[src/rtl/hi_flite_deframe.sv]
// hi_flite_deframe: hunts preamble+SYNC in the demodulated bit stream and deframes length/payload/CRC-16 into bytes
// Ports:
//   ck_1356meg   in   carrier clock, all logic on posedge
//   rst_n        in   asynchronous active-low reset
//   enable       in   0 = silent return to HUNT, strobes ignored
//   bit_in       in   demodulated bit, qualified by bit_stb
//   bit_stb      in   one-cycle strobe per decoded bit
//   carrier_lost in   demodulator lost sync; aborts any frame in progress
//   byte_out     out  length/payload byte, valid with byte_stb
//   byte_stb     out  one-cycle pulse per delivered byte (never CRC bytes)
//   sof          out  one-cycle pulse on SYNC match
//   eof          out  one-cycle pulse after last CRC bit
//   crc_ok       out  CRC compare result, valid from eof until next sof
//   len_out      out  received length byte, held until next sof
//   busy         out  high whenever not hunting
//   abort        out  one-cycle pulse when a frame is dropped
module hi_flite_deframe #(
  parameter logic [15:0] SYNC_WORD    = 16'hB24D,
  parameter int          MIN_PREAMBLE = 16,
  parameter logic [15:0] CRC_POLY     = 16'h1021
) (
  input  logic       ck_1356meg,
  input  logic       rst_n,
  input  logic       enable,
  input  logic       bit_in,
  input  logic       bit_stb,
  input  logic       carrier_lost,
  output logic [7:0] byte_out,
  output logic       byte_stb,
  output logic       sof,
  output logic       eof,
  output logic       crc_ok,
  output logic [7:0] len_out,
  output logic       busy,
  output logic       abort
);
  localparam logic [1:0] HUNT = 2'd0;
  localparam logic [1:0] LEN  = 2'd1;
  localparam logic [1:0] DATA = 2'd2;
  localparam logic [1:0] CRC  = 2'd3;
  logic [1:0]  state;
  logic [31:0] win, win_nx;
  logic [15:0] crc, crc_nx, rx_crc, rx_nx;
  logic [7:0]  sh, sh_nx, remaining;
  logic [3:0]  bitcnt;
  logic        match, byte_done;
  always_comb begin
    win_nx    = {win[30:0], bit_in};
    match     = (win_nx[15:0] == SYNC_WORD) && (win_nx[16 +: MIN_PREAMBLE] == '0);
    crc_nx    = {crc[14:0], 1'b0} ^ ((crc[15] ^ bit_in) ? CRC_POLY : 16'h0000);
    sh_nx     = {sh[6:0], bit_in};
    rx_nx     = {rx_crc[14:0], bit_in};
    byte_done = bitcnt[2:0] == 3'd7;
  end
  assign busy = state != HUNT;
  always_ff @(posedge ck_1356meg or negedge rst_n) begin
    if (!rst_n) begin
      state     <= HUNT;
      win       <= '0;
      crc       <= '0;
      rx_crc    <= '0;
      sh        <= '0;
      remaining <= '0;
      bitcnt    <= '0;
      byte_out  <= '0;
      byte_stb  <= 1'b0;
      sof       <= 1'b0;
      eof       <= 1'b0;
      crc_ok    <= 1'b0;
      len_out   <= '0;
      abort     <= 1'b0;
    end else begin
      byte_stb <= 1'b0;
      sof      <= 1'b0;
      eof      <= 1'b0;
      abort    <= 1'b0;
      if (!enable) begin
        state  <= HUNT;
        win    <= '0;
        bitcnt <= '0;
      end else if (carrier_lost) begin
        // carrier loss outranks a coincident bit strobe; the bit is dropped
        abort  <= state != HUNT;
        state  <= HUNT;
        win    <= '0;
        bitcnt <= '0;
      end else if (bit_stb) begin
        case (state)
          HUNT: begin
            win <= win_nx;
            if (match) begin
              sof     <= 1'b1;
              crc     <= '0;
              bitcnt  <= '0;
              crc_ok  <= 1'b0;
              len_out <= '0;
              state   <= LEN;
            end
          end
          LEN: begin
            crc    <= crc_nx;
            sh     <= sh_nx;
            bitcnt <= byte_done ? 4'd0 : bitcnt + 4'd1;
            if (byte_done) begin
              if (sh_nx == 8'd0) begin
                abort <= 1'b1;
                state <= HUNT;
                win   <= '0;
              end else begin
                byte_stb  <= 1'b1;
                byte_out  <= sh_nx;
                len_out   <= sh_nx;
                remaining <= sh_nx - 8'd1;
                state     <= (sh_nx == 8'd1) ? CRC : DATA;
              end
            end
          end
          DATA: begin
            crc    <= crc_nx;
            sh     <= sh_nx;
            bitcnt <= byte_done ? 4'd0 : bitcnt + 4'd1;
            if (byte_done) begin
              byte_stb  <= 1'b1;
              byte_out  <= sh_nx;
              remaining <= remaining - 8'd1;
              state     <= (remaining == 8'd1) ? CRC : DATA;
            end
          end
          default: begin
            // running CRC is frozen here; received CRC shifts in separately
            rx_crc <= rx_nx;
            bitcnt <= bitcnt + 4'd1;
            if (bitcnt == 4'd15) begin
              eof    <= 1'b1;
              crc_ok <= rx_nx == crc;
              state  <= HUNT;
              win    <= '0;
            end
          end
        endcase
      end
    end
  end
endmodule

[config.mk]
export PLATFORM = sky130hd
export DESIGN_NAME = hi_flite_deframe
export DESIGN_NICKNAME = d
export VERILOG_FILES = /design/src/rtl/hi_flite_deframe.sv
export SDC_FILE = /design/constraint.sdc
export NUM_CORES = 1
export LEC_CHECK = 0
export ABC_CLOCK_PERIOD_IN_PS = 5400
export BUFFER_PORTS_ARGS = -buffer_cell sky130_fd_sc_hd__buf_2
export CAP_MARGIN = 15
export CORE_MARGIN = 10
export CORE_UTILIZATION = 55
export DETAILED_ROUTE_END_ITERATION = 12
export GPL_TIMING_DRIVEN = 0
export PLACE_DENSITY = 0.73
export SKIP_LAST_GASP = 1
export SYNTH_ARGS = -nofsm -noshare
export SYNTH_HDL_FRONTEND = slang
export SYNTH_SLANG_ARGS = --single-unit
[constraint.sdc]
create_clock -name ck_1356meg -period 5.4 [get_ports ck_1356meg]
set_input_delay 1.08 -clock ck_1356meg [delete_from_list [all_inputs] [get_ports ck_1356meg]]
set_output_delay 1.08 -clock ck_1356meg [all_outputs]
set_load 0.01 [all_outputs]
==> summary.txt, run 1 <==
Final layout
  – Commonest non-fill, non-tap cell in the layout: sky130_fd_sc_hd__dfrtp_1
  – Relative area change from synthesis to final layout: 9.845%
  – Nets@finish: 557
  – Highest-count cells in the layout ignoring fill and taps: sky130_fd_sc_hd__dfrtp_1 (104), sky130_fd_sc_hd__nand2_1 (73), sky130_fd_sc_hd__a21oi_1 (38)
  – N_diodes: 0
  – Share of post-route cells with drive strength above 1: a little over a fifth
  – Design Area, Final: 5682 sq um

Floorplan
  – Row Count: 35
  – Effective utilization at floorplan: ~56%
  – Horizontal die dimension: ~120 microns
  – Die footprint: 13680 sq um
  – I/O pins: 28
  – Placeable Area: slightly above 9000 sq um
  – Vertical extent of the die: around 120 microns

Setup path
  – Crit path required time: roughly 5.7 ns
  – Maximum cell stage delay along the critical path: roughly 0.32 ns
  – Worst Path Class, Setup: in -> reg
  – Kind of start point of the critical path: primary input
  – Family with the most delay on the worst path: buffers and inverters
  – Slowest-stage cell, CP: sky130_fd_sc_hd__nor3b_2
  – Cell chain of the critical path: buf_2 > buf_4 > inv_1 > ha_1 > nor3b_2 > nand3_4 > and2_2 > clkbuf_2 > clkbuf_8 > o21ai_0
  – CP arrival: between 2 and 3 ns
  – Nature of the critical path endpoint: flip-flop
  – Critical path buffer and inverter count: 5
  – Largest fanout of any net on the critical path: 10

Pwr
  – Clock share of power: a little under two fifths
  – Internal power consumption: around 1.0 mW
  – VDD IR-drop max: approximately 0.24 mV
  – Areal power density over the cells: ~240 nW/um^2
  – Combinational Power Share: between 4 and 5%
  – Register share of total power: 58.2%
  – Leakage component of the power: 2.736 nW
  – Switching share of power: approximately a quarter
  – Switching Power: about 0.33 mW

Clock network
  – Post CTS Setup Buffer Count: 0
  – CTS tree: done
  – Skew-Pair Late Insertion Delay: about 0.38 ns
  – Clock Tree Buf Depth: 2
  – Clock buffers created by TritonCTS: 9
  – Cell at the root of the clock tree: sky130_fd_sc_hd__clkbuf_8
  – Hold bufs inserted after CTS: 0
  – Clock-pin slew on the worst setup and hold paths: roughly 0.09 ns
  – Htree depth: 3
  – Count of instances resized after the clock tree is built: 0
  – TritonCTS sink count: 104

Timing
  – RSZ-0062 raised after global routing: no
  – Fmax: around 0.37 GHz
  – Total negative setup slack: 0 ns
  – Final worst path period need: around 2.7 ns
  – Final count of negative-setup-slack endpoints: 0
  – Actual transition at the worst max-transition pin: slightly above 0.6 ns
  – Final worst clock skew: a little over 0.01 ns
  – Fin. Hold Viols: 0
  – Worst slew margin: between 50% and 60%
  – Crit share post-route: around 49%
  – Number of max-slew violations in the final report: 0

Status
  – Status: complete, no violations

Detailed routing
  – Count of vias placed by the detailed router: between 3000 and 4000
  – Average via count per standard cell: around 5.8
  – Number of DRC violations after detailed-routing iteration 0: around 330
  – WL final: approximately 11000 microns
  – Remaining routing DRC violations: 0
  – Final antenna-violating net count: 0
  – Routed wire per std cell: 16.73 microns
  – First-pass DRT Iterations: 5

GRT
  – Aggregate global routing overflow: 0
  – Aggregate global-route resource usage: 17.02%
  – First-pass GRT wire length: ~19000 microns
  – Pin count of the biggest net entering global routing: 58
  – Number of antenna violations at the first check in global routing: 0
  – Via count of the first global-routing pass: ~3800

Synth
  – Average cell area after synthesis: about 10 sq um
  – Synthesized instance count: 501
  – Combined area of all synthesized cells: slightly above 5000 sq um
  – Cell types with the largest area share after synthesis: sky130_fd_sc_hd__dfrtp_1 (50%), sky130_fd_sc_hd__nand2_1 (5.3%), sky130_fd_sc_hd__mux2_2 (4.4%)
  – Post-synthesis cell type count: between 50 and 60
  – Proportion of register bits with asynchronous set or reset after synthesis: 100.0%
  – Nets in the synthesized netlist: 518
  – Dominant cell type by area after synthesis: sky130_fd_sc_hd__dfrtp_1
  – Fraction of post-synthesis cell area in the top cell type by area: 50.31%
  – Synthesis-stage register bit count: around 100
  – Share of synthesized area occupied by flip-flops and latches: 50.31%
  – Number of synthesis warnings: 0
  – Top_reg_cell synth: sky130_fd_sc_hd__dfrtp_1
  – EDFF count, synth: 0

Place
  – Placed wire-length estimate after detailed placement: roughly 7700 microns
  – Placed cell areas: ~5500 sq um
  – Input/output buffers: 27
  – Routability Congestion: 0.8448

Hold path
  – Path category of the worst min-delay check: reg -> reg

Run
  – Reported max-cap violation count: 0
[power groups by stage]
stage	Clock (mW)	Combinational, mW	Sequential, mW
4_1_cts	0.520	0.0639	0.784
5_1_grt	0.551	0.0710	0.784
3_3_place_gp	0	0.0596	0.799
2_1_floorplan	0	0.0327	0.799
6_report	0.500	0.0628	0.784
3_5_place_dp	0	0.0633	0.799
[metrics by stage]
step | hold WS, ns | power [mW] | utilization (%) | std cells | setup WS [ns]
2_1_floorplan | 0.4865 | 0.8314 | - | 501 | 2.789
3_3_place_gp | 0.4540 | 0.8585 | 59.22 | 639 | 2.128
3_5_place_dp | 0.4657 | 0.8622 | 59.55 | 640 | 2.334
4_1_cts | 0.4874 | 1.368 | 61.78 | 656 | 2.709
5_1_grt | 0.5153 | 1.406 | 61.78 | 656 | 2.570
6_report | 0.4786 | 1.346 | 61.78 | 656 | 2.729
[flip-flops by register name, summed over array words and instances, names as in the netlist]
| name | cells |
|---|---|
| abort | 1 |
| bitcnt | 4 |
| byte_out | 8 |
| byte_stb | 1 |
| crc | 16 |
| crc_ok | 1 |
| eof | 1 |
| len_out | 8 |
| remaining | 8 |
| rx_crc | 15 |
| sh | 7 |
| sof | 1 |
| state | 2 |
| win | 31 |
[synth_stat cells, drive strengths merged (3+ instances only)]
cell and number:
nor2 14, nor3 7, nand2b 3, mux2 20, buf 20, o211ai 3, inv 13, dfrtp 104
xnor2 4, nand2 74, o21ai 10, a21bo 14, a211oi 6, nor4 9, mux2i 6, clkbuf 16
nor4b 5, a22o 8, nor4bb 3, a21oi 40, nor2b 4, nand3 40, xor2 21, ha 11
nand4 22
[final timing paths]
| kind | start | endpoint | slack (ns) | cells after the start |
|---|---|---|---|---|
| max | bit_in | remaining[0] | 2.73 | 10 |
| min | byte_out[0] | byte_out[0] | 0.48 | 2 |
| max reg2reg | state[0] | win[18] | 3.14 | 9 |
| min reg2reg | byte_out[0] | byte_out[0] | 0.48 | 2 |
| max in group asynchronous | rst_n | win[21] | 4.00 | 2 |
| min in group asynchronous | rst_n | byte_out[5] | 0.71 | 1 |
[routing by layer]
metal | up-vias | share of wire [%] | global-route usage [%]
li1 | 1848 | - | -
met1 | 1891 | 46 | 22.79
met2 | 81 | 48 | 27.00
met3 | 13 | 4.3 | 3.619
met4 | 0 | 1.6 | 5.437
met5 | - | 0 | 0
[worst min-delay path, cell delays in order (launching register included)]
cell	delay, ns
sky130_fd_sc_hd__dfrtp_1	0.35
sky130_fd_sc_hd__nand2_1	0.04
sky130_fd_sc_hd__o21ai_0	0.06
[logic make-up after synthesis]
family | count (synthesis) | share of synthesized area (%)
compound gates | 94 | 12.77
xor+xnor | 25 | 4.233
fa+ha+maj | 11 | 2.661
buf+inv | 49 | 5.152
flops | 104 | 50.31
mux | 26 | 5.515
simple gates | 192 | 19.35
[area by class of cell]
type / count / area (sq um)
clock inverter: 7 / 81.33
multi-input combinational: 348 / 2303
inverter: 13 / 48.80
buffer: 36 / 217.7
timing repair buffer: 28 / 165.2
tap: 111 / 138.9
clock buffer: 9 / 123.9
sequential: 104 / 2603
fill: 754 / 3515
No activity file was read; power rests on OpenSTA's default activity.
==> run 2: changes to the inputs <==
Settings changed: ABC_CLOCK_PERIOD_IN_PS 5400 to 2400, PLACE_DENSITY 0.73 to 0.76.
Clock period 5.4 ns to 2.4 ns, I/O delays scaled along.
==> run 2 against run 1 <==
Clock power up 110%. Design area decreased by 0.29%. Largest power group unchanged. Critical endpoint is now win[17]. Worst setup slack worse by 2.6 ns. Global-route usage is 0.29 points lower. Clock skew increased by 0.0025 ns. Clock-buffer cell count increased by 1. Wire length shrank 1.8%. Combinational power increased by 120%. Hold slack got worse by 0.39 ns.
==> summary.txt, run 2 (same netlist as run 1, synthesis figures left out) <==
Detailed routing
  – First-pass DRT Iterations: 4 (-1)
  – Remaining routing DRC violations: 0 (unchanged)
  – Count of vias placed by the detailed router: 3862 (+0.76%)
  – Routed wire per std cell: 16.43 microns (-1.8%)
  – Final antenna-violating net count: 0 (unchanged)
  – Number of DRC violations after detailed-routing iteration 0: 326 (-0.61%)
  – Average via count per standard cell: 5.887 (+0.76%)
  – WL final: 10780 microns (-1.8%)

Floorplan
  – Placeable Area: 9196 sq um (unchanged)
  – Effective utilization at floorplan: 56.24% (unchanged)
  – Row Count: 35 (unchanged)
  – Horizontal die dimension: 117.0 microns (unchanged)
  – Vertical extent of the die: 117.0 microns (unchanged)
  – I/O pins: 28 (unchanged)
  – Die footprint: 13680 sq um (unchanged)

Clock network
  – TritonCTS sink count: 104 (unchanged)
  – Clock-pin slew on the worst setup and hold paths: 0.10 ns (about the same)
  – Clock Tree Buf Depth: 2 (unchanged)
  – Post CTS Setup Buffer Count: 0 (unchanged)
  – Hold bufs inserted after CTS: 0 (unchanged)
  – Count of instances resized after the clock tree is built: 0 (unchanged)
  – CTS tree: done
  – Cell at the root of the clock tree: sky130_fd_sc_hd__clkbuf_8
  – Clock buffers created by TritonCTS: 9 (unchanged)
  – Htree depth: 3 (unchanged)
  – Skew-Pair Late Insertion Delay: 0.38 ns (about the same)

Final layout
  – Register name with the most flops: win
  – Count of filler cells inserted in the layout: 780 (+3.4%)
  – N_diodes: 0 (unchanged)
  – Number of standard cells in the final layout excluding fillers: 656 (unchanged)
  – Design Area, Final: 5665 sq um (-0.29%)
  – Commonest non-fill, non-tap cell in the layout: sky130_fd_sc_hd__dfrtp_1
  – Final standard cell utilization of the core: 61.61% (-0.18 points)
  – Nets@finish: 557 (unchanged)
  – Highest-count cells in the layout ignoring fill and taps: sky130_fd_sc_hd__dfrtp_1 (104), sky130_fd_sc_hd__nand2_1 (73), sky130_fd_sc_hd__a21oi_1 (38)
  – Leading registers by flop count: win: 31 flops, crc: 16 flops, rx_crc: 15 flops
  – Share of post-route cells with drive strength above 1: 21.47% (unchanged)
  – Relative area change from synthesis to final layout: 9.531%
  – Max reg flops: 31 (unchanged)

Setup path
  – Nature of the critical path endpoint: flip-flop
  – Slowest-stage cell, CP: sky130_fd_sc_hd__dfrtp_1
  – Crit path required time: 2.69 ns (-3.00 ns)
  – CP arrival: 2.52 ns (-0.44 ns)
  – Kind of start point of the critical path: flip-flop
  – Maximum cell stage delay along the critical path: 0.42 ns (+0.10 ns)
  – Largest fanout of any net on the critical path: 10 (unchanged)
  – Family with the most delay on the worst path: buffers and inverters
  – Cell chain of the critical path: inv_1 > ha_1 > buf_2 > a31oi_1 > a211oi_1 > nand3_1 > clkbuf_1 > nand2_1 > a21oi_1
  – Critical path buffer and inverter count: 3 (-2)
  – Worst Path Class, Setup: reg -> reg

Pwr
  – Internal power consumption: 2.217 mW (+120%)
  – Areal power density over the cells: 520.6 nW/um^2 (+120%)
  – Register share of total power: 59.8% (+1.6 points)
  – VDD IR-drop max: 0.3273 mV (+36%)
  – Combinational Power Share: 4.8% (about the same)
  – Leakage component of the power: 2.736 nW (about the same)
  – Switching Power: 0.7324 mW (+120%)
  – Clock share of power: 35.5% (-1.6 points)
  – Switching share of power: 24.83% (+0.46 points)

Timing
  – Final worst path period need: approximately 2.2 ns
  – Crit share post-route: around 93%
  – Final worst clock skew: 0.01284 ns (+0.002521 ns)
  – Fmax: between 0.4 and 0.5 GHz
  – Worst slew margin: 59.38% (+0.84 points)
  – RSZ-0062 raised after global routing: no
  – Fin. Hold Viols: 0 (unchanged)
  – Actual transition at the worst max-transition pin: 0.6094 ns (-0.01266 ns)
  – Final count of negative-setup-slack endpoints: 0 (unchanged)
  – Number of max-slew violations in the final report: 0 (unchanged)

Place
  – Placed wire-length estimate after detailed placement: 7646 microns (-0.48%)
  – Input/output buffers: 27 (unchanged)
  – Placed cell areas: 5477 sq um (unchanged)
  – Number of instances in the placed design: 640 (unchanged)
  – Routability Congestion: 0.8535 (+1.0%)

GRT
  – Pin count of the biggest net entering global routing: 59 (+1.7%)
  – Aggregate global routing overflow: 0 (unchanged)
  – First-pass GRT wire length: 18510 microns (-0.81%)
  – Aggregate global-route resource usage: 16.74% (-0.29 points)
  – Via count of the first global-routing pass: 3762 (-0.19%)
  – Number of antenna violations at the first check in global routing: 0 (unchanged)

Status
  – Status: complete, no violations

Hold path
  – Path category of the worst min-delay check: in -> async

Run
  – Reported max-cap violation count: 0 (unchanged)
[run 2: per-stage QoR]
stage                     setup TNS, ns  power (mW)  setup slack [ns]  hold WS [ns]
after CTS                             0       2.977            0.1964        0.1197
after detailed placement         -1.077       1.939          -0.05700        0.4605
after global placement           -23.52       1.930           -0.2312        0.4541
after global routing                  0       3.067        0.00004174        0.1310
after floorplan                       0       1.871            0.3889        0.1844
final                                 0       2.949            0.1690       0.09218
[run 2: final cells by class]
| cell class | instances | area, sq um | area share, % |
|---|---|---|---|
| multi-input combinational | 348 | 2303 | 40.66 |
| tap | 111 | 138.9 | 2.451 |
| sequential | 104 | 2603 | 45.94 |
| timing repair buffer | 28 | 165.2 | 2.915 |
| buffer | 36 | 217.7 | 3.843 |
| clock inverter | 6 | 51.30 | 0.9055 |
| clock buffer | 10 | 137.6 | 2.429 |
| inverter | 13 | 48.80 | 0.8613 |
[run 2: power by group through the flow]
stage               Combinational (mW)  Sequential (mW)  Clock, mW
floorplan                       0.0736             1.80          0
global placement                 0.133             1.80          0
detailed placement               0.141             1.80          0
CTS                              0.143             1.76       1.07
global route                     0.158             1.76       1.14
finish                           0.140             1.76       1.05
[run 2: worst paths after layout]
path | startpoint | end | cells past startpoint | slack, ns
worst max-delay path | state[0] | win[17] | 9 | 0.17
worst min-delay path | rst_n | byte_out[4] | 1 | 0.09
worst max register to register | state[0] | win[17] | 9 | 0.17
worst min register to register | byte_out[0] | byte_out[0] | 2 | 0.48
max in group asynchronous | rst_n | win[29] | 2 | 1.61
min in group ck_1356meg | enable | abort | 2 | 0.39
[run 2: layer usage]
| metal | up-vias | track usage (%) | wire, microns |
|---|---|---|---|
| li1 | 1849 | - | - |
| met1 | 1915 | 21.89 | 4913 |
| met4 | 0 | 5.354 | 145 |
| met5 | - | 0 | 0 |
| met2 | 84 | 27.03 | 5208 |
| met3 | 14 | 3.721 | 510 |
[run 2: worst register-to-register path: stages (launching register included)]
cell,delay (ns)
sky130_fd_sc_hd__dfrtp_1,0.42
sky130_fd_sc_hd__inv_1,0.11
sky130_fd_sc_hd__ha_1,0.20
sky130_fd_sc_hd__buf_2,0.20
sky130_fd_sc_hd__a31oi_1,0.28
sky130_fd_sc_hd__a211oi_1,0.14
sky130_fd_sc_hd__nand3_1,0.17
sky130_fd_sc_hd__clkbuf_1,0.39
sky130_fd_sc_hd__nand2_1,0.11
sky130_fd_sc_hd__a21oi_1,0.15
